`src/rtl/fetch_stage.sv`:
```
// Instruction fetch front end: owns the fetch PC, issues one word-aligned
// instruction-memory read at a time and buffers returned words, tagged with
// their PC and fall-through PC, in a small in-order queue read by decode.

package fetch_pkg;
    typedef struct packed {
        logic [31:0] fetch_pc_curr;
        logic [31:0] fetch_pc_next;
    } fetch_output_reg_t;
endpackage

module fetch_stage
    import fetch_pkg::*;
#(
    parameter int          QUEUE_DEPTH = 8,
    parameter logic [31:0] RESET_PC    = 32'h1eceb000
) (
    input  logic              clk,
    input  logic              rst,
    output logic [31:0]       imem_addr,
    output logic [3:0]        imem_rmask,
    input  logic [31:0]       imem_rdata,
    input  logic              imem_resp,
    input  logic              redirect_valid,
    input  logic [31:0]       redirect_pc,
    input  logic              deq,
    output logic              out_valid,
    output logic [31:0]       out_inst,
    output fetch_output_reg_t fetch_output
);

    localparam int PTR_W = $clog2(QUEUE_DEPTH);
    localparam int CNT_W = PTR_W + 1;

    localparam logic [1:0] ST_REQ     = 2'd0;
    localparam logic [1:0] ST_FULL    = 2'd1;
    localparam logic [1:0] ST_DISCARD = 2'd2;

    typedef struct packed {
        logic [31:0] inst;
        logic [31:0] pc_curr;
        logic [31:0] pc_nxt;
    } entry_t;

    // Queue storage; the head is read combinationally so decode sees it
    // the cycle after the word is written.
    entry_t entry_mem [QUEUE_DEPTH];

    logic [31:0]      pc_reg, pc_next;
    logic [31:0]      addr_reg;
    logic [1:0]       state_reg, state_next;
    logic             bubble_reg, bubble_next;
    logic [PTR_W-1:0] head_reg, head_next;
    logic [PTR_W-1:0] tail_reg, tail_next;
    logic [CNT_W-1:0] count_reg, count_next;
    logic [CNT_W-1:0] count_upd;

    logic requesting;
    logic enq;
    logic deq_eff;
    entry_t head_entry;

    // A fresh request is presented in REQ except in the post-response bubble.
    // addr_reg remembers the last presented address so the bus stays stable
    // through the bubble and while an abandoned request drains in DISCARD.
    always_comb begin
        requesting = (state_reg == ST_REQ) && !bubble_reg;
        imem_addr  = requesting ? pc_reg : addr_reg;
        imem_rmask = (requesting || (state_reg == ST_DISCARD)) ? 4'hF : 4'h0;
        enq        = requesting && imem_resp && !redirect_valid;
        deq_eff    = deq && (count_reg != '0) && !redirect_valid;
        count_upd  = count_reg + {{PTR_W{1'b0}}, enq} - {{PTR_W{1'b0}}, deq_eff};
    end

    // Queue head presentation to decode.
    always_comb begin
        head_entry                 = entry_mem[head_reg];
        out_valid                  = (count_reg != '0);
        out_inst                   = head_entry.inst;
        fetch_output.fetch_pc_curr = head_entry.pc_curr;
        fetch_output.fetch_pc_next = head_entry.pc_nxt;
    end

    // Next-state logic: redirect overrides everything else and flushes the queue.
    always_comb begin
        state_next  = state_reg;
        bubble_next = 1'b0;
        pc_next     = pc_reg;
        head_next   = head_reg;
        tail_next   = tail_reg;
        count_next  = count_reg;

        if (redirect_valid) begin
            pc_next    = redirect_pc & ~32'h3;
            head_next  = '0;
            tail_next  = '0;
            count_next = '0;
            case (state_reg)
                ST_REQ:     state_next = (requesting && !imem_resp) ? ST_DISCARD : ST_REQ;
                ST_FULL:    state_next = ST_REQ;
                ST_DISCARD: state_next = imem_resp ? ST_REQ : ST_DISCARD;
                default:    state_next = ST_REQ;
            endcase
        end else begin
            count_next = count_upd;
            if (enq) begin
                tail_next = tail_reg + PTR_W'(1);
            end
            if (deq_eff) begin
                head_next = head_reg + PTR_W'(1);
            end
            case (state_reg)
                ST_REQ: begin
                    if (enq) begin
                        pc_next = pc_reg + 32'd4;
                        if (count_upd < CNT_W'(QUEUE_DEPTH)) begin
                            bubble_next = 1'b1;
                        end else begin
                            state_next = ST_FULL;
                        end
                    end
                end
                ST_FULL: begin
                    if (count_upd < CNT_W'(QUEUE_DEPTH)) begin
                        state_next = ST_REQ;
                    end
                end
                ST_DISCARD: begin
                    if (imem_resp) begin
                        state_next = ST_REQ;
                    end
                end
                default: state_next = ST_REQ;
            endcase
        end
    end

    // Control state registers.
    always_ff @(posedge clk) begin
        if (rst) begin
            pc_reg     <= RESET_PC;
            addr_reg   <= RESET_PC;
            state_reg  <= ST_REQ;
            bubble_reg <= 1'b0;
            head_reg   <= '0;
            tail_reg   <= '0;
            count_reg  <= '0;
        end else begin
            pc_reg     <= pc_next;
            addr_reg   <= imem_addr;
            state_reg  <= state_next;
            bubble_reg <= bubble_next;
            head_reg   <= head_next;
            tail_reg   <= tail_next;
            count_reg  <= count_next;
        end
    end

    // Queue write: the returned word tagged with its PC and fall-through PC.
    always_ff @(posedge clk) begin
        if (!rst && enq) begin
            entry_mem[tail_reg] <= '{inst: imem_rdata, pc_curr: pc_reg, pc_nxt: pc_reg + 32'd4};
        end
    end

endmodule

```
`config.mk`:
```
export PLATFORM = sky130hd
export DESIGN_NAME = fetch_stage
export DESIGN_NICKNAME = d
export VERILOG_FILES = /design/src/rtl/fetch_stage.sv
export SDC_FILE = /design/constraint.sdc
export NUM_CORES = 1
export LEC_CHECK = 0
export BUFFER_PORTS_ARGS = -buffer_cell sky130_fd_sc_hd__buf_2
export CELL_PAD_IN_SITES_DETAIL_PLACEMENT = 1
export CELL_PAD_IN_SITES_GLOBAL_PLACEMENT = 2
export CORE_UTILIZATION = 47
export CTS_CLUSTER_DIAMETER = 150
export CTS_CLUSTER_SIZE = 25
export DETAILED_ROUTE_END_ITERATION = 10
export GPL_TIMING_DRIVEN = 0
export PLACE_DENSITY_LB_ADDON = 0.1
export SKIP_CTS_REPAIR_TIMING = 1
export SLEW_MARGIN = 20
export SYNTH_ARGS = -nofsm -noshare
export SYNTH_HDL_FRONTEND = slang
export SYNTH_SLANG_ARGS = --single-unit
export TNS_END_PERCENT = 1
```
`constraint.sdc`:
```
create_clock -name clk -period 13 [get_ports clk]
set_input_delay 1.3 -clock clk [delete_from_list [all_inputs] [get_ports clk]]
set_output_delay 1.3 -clock clk [all_outputs]
set_load 0.05 [all_outputs]
```
# After elaboration in Yosys (flattened, before gate mapping)
# Memories as Yosys holds them, arrays and structs flattened. A register that Yosys moved wholly into a read port is not among the register bits.
# Index checks and enable logic that the tools add are counted.
# op_classes
n_mux,19
n_eq_ne,6
n_addsub,5
order_cmp,1
bitwise_logic,2
n_reduce_logical,21
# op_table
cell,count
2-to-1 mux 32 bit,4
adder 32 x 3 -> 32 bit (second input constant),1
2-to-1 mux 2 bit,7
!= test 3 bit (second input constant),4
logical AND 1 bit,7
adder 3 x 1 -> 3 bit (second input constant),2
2-to-1 mux 3 bit,2
one-hot mux 2 bit (3 select lines),1
adder 4 x 1 -> 4 bit,1
logical NOT 1 bit,4
less-than comparator 4 bit (second input constant),1
2-to-1 mux 4 bit,1
one-hot mux 2 bit (2 select lines),1
AND reduction 2 bit,2
AND reduction 4 bit,1
nonzero test 2 bit,2
nonzero test 4 bit,1
OR reduction 4 bit,1
subtractor 4 x 1 -> 4 bit,1
2-to-1 mux 1 bit,3
equality test 2 x 1 -> 1 bit (second input constant),1
equality test 2 bit (second input constant),1
logical NOT 2 bit,1
inverter 1 bit,2
2 further kinds,2
# word_totals
out_inout_bits,133
n_memories,1
reg_bits,77
inputBits,69
ram_bits,768
# mem_list
name,words,width,rd,rd_clocked_by_memory_dff,write_ports,line_no,rtl
entry_mem,8,96,1,1,1,47,entry_t entry_mem [QUEUE_DEPTH];

# Depth between registers and ports, before layout
# logic_depth
ltp_word,11
mapped_depth,12
mapped_depth_nobuf,11

# Least setup slack after synthesis
# OpenSTA, ideal clock, no wires.
# synth_timing
path_type,in2reg
start,input port imem_resp
end,memory entry_mem[0][10] (netlist name) (enable)
path_stages,3
path_buffers,0
setup_slack_ns,1.679
required_ns,12.231
arrival_time_ns,10.553
setup_time_ns,0.769
cell_sequence,nor4b_2 > nand2_1 > nor4_1
# synth_via
elab_chain_len,5
# synth_rtl
element,line_no,rtl
"start, declared",23,"input logic imem_resp,"
logical AND 1 bit (2 in a row),70,enq = requesting && imem_resp && !redirect_valid;
logical AND 1 bit,161,if (!rst && enq) begin
2-to-1 mux 1 bit,161,
2-to-1 mux 1 bit (implied by the code),162,"entry_mem[tail_reg] <= '{inst: imem_rdata, pc_curr: pc_reg, pc_nxt: pc_reg + 32'd4};"
"end, declared",47,
# Every way passes these cells.

==> reports/metrics.cfg <==
[timing]
final-setup-viol-count=0
clock_skew_ns=0.0244
drv_slew=0
tns_ns=0
min_period_ns=4.86
tightest_slew_ns=1.13
hold_viol=0
setup_ws_ns=8.14
fmax_mhz=206
maxSlewHeadroom_pct=24.9
min_period_over_period_pct=37.4
rsz0062_at_grt=no

[synthesis]
synth_cell_types=59
synth_seq_cells=814
ys_top_cells_by_area=edfxtp_1, mux4_2, dfxtp_1
synth_edf_count=736
synthCells=1578
syn_area_per_cell_um2=20.2
yosysSeqAreaShare_pct=74.3
yosysWarnings=0
synthFlopType=edfxtp_1
yosysTopAreaCellShare_pct=69.4
netlist_area_um2=31900
synth_top_area_cell=edfxtp_1
async_reset_ff_share_pct=0

[clock_tree]
clk_path_buf_depth=3
cts_tree=built
htreeDepth=2
clk_latency_ns=0.60
clockRootBuffer=clkbuf_16
cts_buffers=38
cts.clk_slew.worst_paths_ns=0.11
cts_num_sinks=814

[global_route]
grtUsageMet2_pct=37.8
met3_usage_pct=2.75
grt_pass1_vias=17100
met1_usage_pct=33.8
grt_pass1_wl_um=116000
top_usage_layer=met2
grt_max_degree=27
overflow=0
grt_usage_pct=23.2
antenna_found_initial=0

[finish]
final_cell_area_um2=36100
mostFrequentLayoutCells=edfxtp_1, buf_2, mux4_2
seqCellArea_um2=23700
stdcell_count=2809
nets=1999
nFillCells=6035
syn2layout_area_growth_pct=13.2
largest_reg_flops=736
drive_above_1_share_pct=36.1
multi_input_area_um2=7760
final_common_cell=edfxtp_1

[critical_path]
crit_chain=clkbuf_1, clkbuf_1, buf_2, mux4_2, mux2_2, buf_2
cpMaxStageDelayCell=clkbuf_1
crit_fanout=10
start_kind=register
arrival_ns=3.56
critPathMaxStageDelay_ns=0.71
criticalPathCategory=register to output pin
endpoint_kind=output pin
cp_data_required_time_ns=11.70

[pwr]
p_comb_share_pct=6.5
leakage_nw=11.5
power.internal_mw=3.53
p_clk_share_pct=29.6
p_sw_mw=1.03
powerDensity_nw_per_um2=126
power_frac_seq_pct=63.9
peakVddDrop_mv=0.0809
p_sw_share_pct=22.5

[routing]
drc=0
post_drt_wl_per_cell_um=28.2
wirelength_um=79300
drt_iter0_markers=1402
drtAntennaViolNets=0
vias=16400
avgViaCountPerCell=5.83
first_pass_iters=5

[floorplan]
rows=95
coreArea_um2=67200
start_util_pct=47.4
io_pins=202
fp.dieW_um=262
fp.dieH_um=262
die-area_um2=68800

[place]
dp_cells=2755
port_buffers=195
finalWeightedCongestion=0.792
hpwl_um=55500
dpl-instance-area_um2=35000
dp_slack_ns=8.16

[run_status]
status=finished clean

[run]
maxCapViolations=0

[worst_hold_path]
hold_class=register to register

[power groups by stage]
stage / clock network [mW] / logic, mW / registers [mW]
global route: 1.45 / 0.316 / 2.91
CTS: 1.38 / 0.301 / 2.91
floorplan: 0 / 0.202 / 2.96
finish: 1.35 / 0.298 / 2.91
detailed placement: 0 / 0.300 / 2.97
global placement: 0 / 0.289 / 2.98
[area by class of cell]
type	count	share of cell area (%)
multi-input cells	652	21.5
diodes	1	0.00694
clock inverters	2	0.0694
well taps	873	3.03
clock buffers	51	2.83
inverters	14	0.146
flip-flops and latches	814	65.6
repair buffers	301	5.57
plain buffers	101	1.23
[metal layers]
metal / share of wire (%) / vias up
met5: 0 / -
met4: 1.9 / 0
met3: 4.3 / 68
met2: 49 / 440
met1: 45 / 8798
li1: - / 7061
[through the flow]
stage | util [%] | hold slack (ns) | total power [mW]
6_report | 53.7 | 0.511 | 4.55
2_1_floorplan | - | 0.462 | 3.16
4_1_cts | 53.7 | 0.508 | 4.59
5_1_grt | 53.7 | 0.537 | 4.68
3_3_place_gp | 50.5 | 0.472 | 3.26
3_5_place_dp | 52.1 | 0.492 | 3.27
[synthesized netlist by cell type (all sizes together), types with 5 or more instances]
master and instances:
a311oi 7, and2 24, mux2 122, nand3 16, mux4 184, and4 7, xor2 19, nand2 37
or4 5, ha 7, and3 10, a21oi 13, clkbuf 61, a211oi 8, nor3 34, edfxtp 736
or3 9, buf 40, o21ai 9, nor4 14, inv 14, nand4 14, nor2 42, nand2b 13
dfxtp 78, xnor2 22
[logic make-up (layout without fill, tap and decap cells)]
| family | after synthesis | in the layout | synth area share, % |
|---|---|---|---|
| DFF | 814 | 814 | 74.3 |
| muxes | 306 | 306 | 17.3 |
| and+or+nand+nor | 232 | 232 | 3.99 |
| buffers and inverters | 115 | 469 | 1.55 |
| AOI/OAI and AO/OA | 61 | 61 | 1.39 |
| xor gates and xnor gates | 41 | 41 | 1.13 |
| adders and majority gates | 8 | 8 | 0.338 |
| other | 1 | 5 | 0.0118 |
[critical path, delay by kind of cell, from the launching register on]
kind | cells | cell delay (ns)
buffers and inverters | 4 | 1.72
multiplexers | 2 | 0.89
flip-flops | 1 | 0.32
[path summary, 6_finish.rpt]
kind | start | endpoint | slack (ns) | cells past startpoint
max | register | fetch_output[46] | 8.14 | 6
min | head_reg[1] | head_reg[1] | 0.51 | 2
max reg2reg | state_reg[1] | entry_mem[5][50] | 9.08 | 10
min reg2reg | head_reg[1] | head_reg[1] | 0.51 | 2
(Power assumes the default switching activity.)
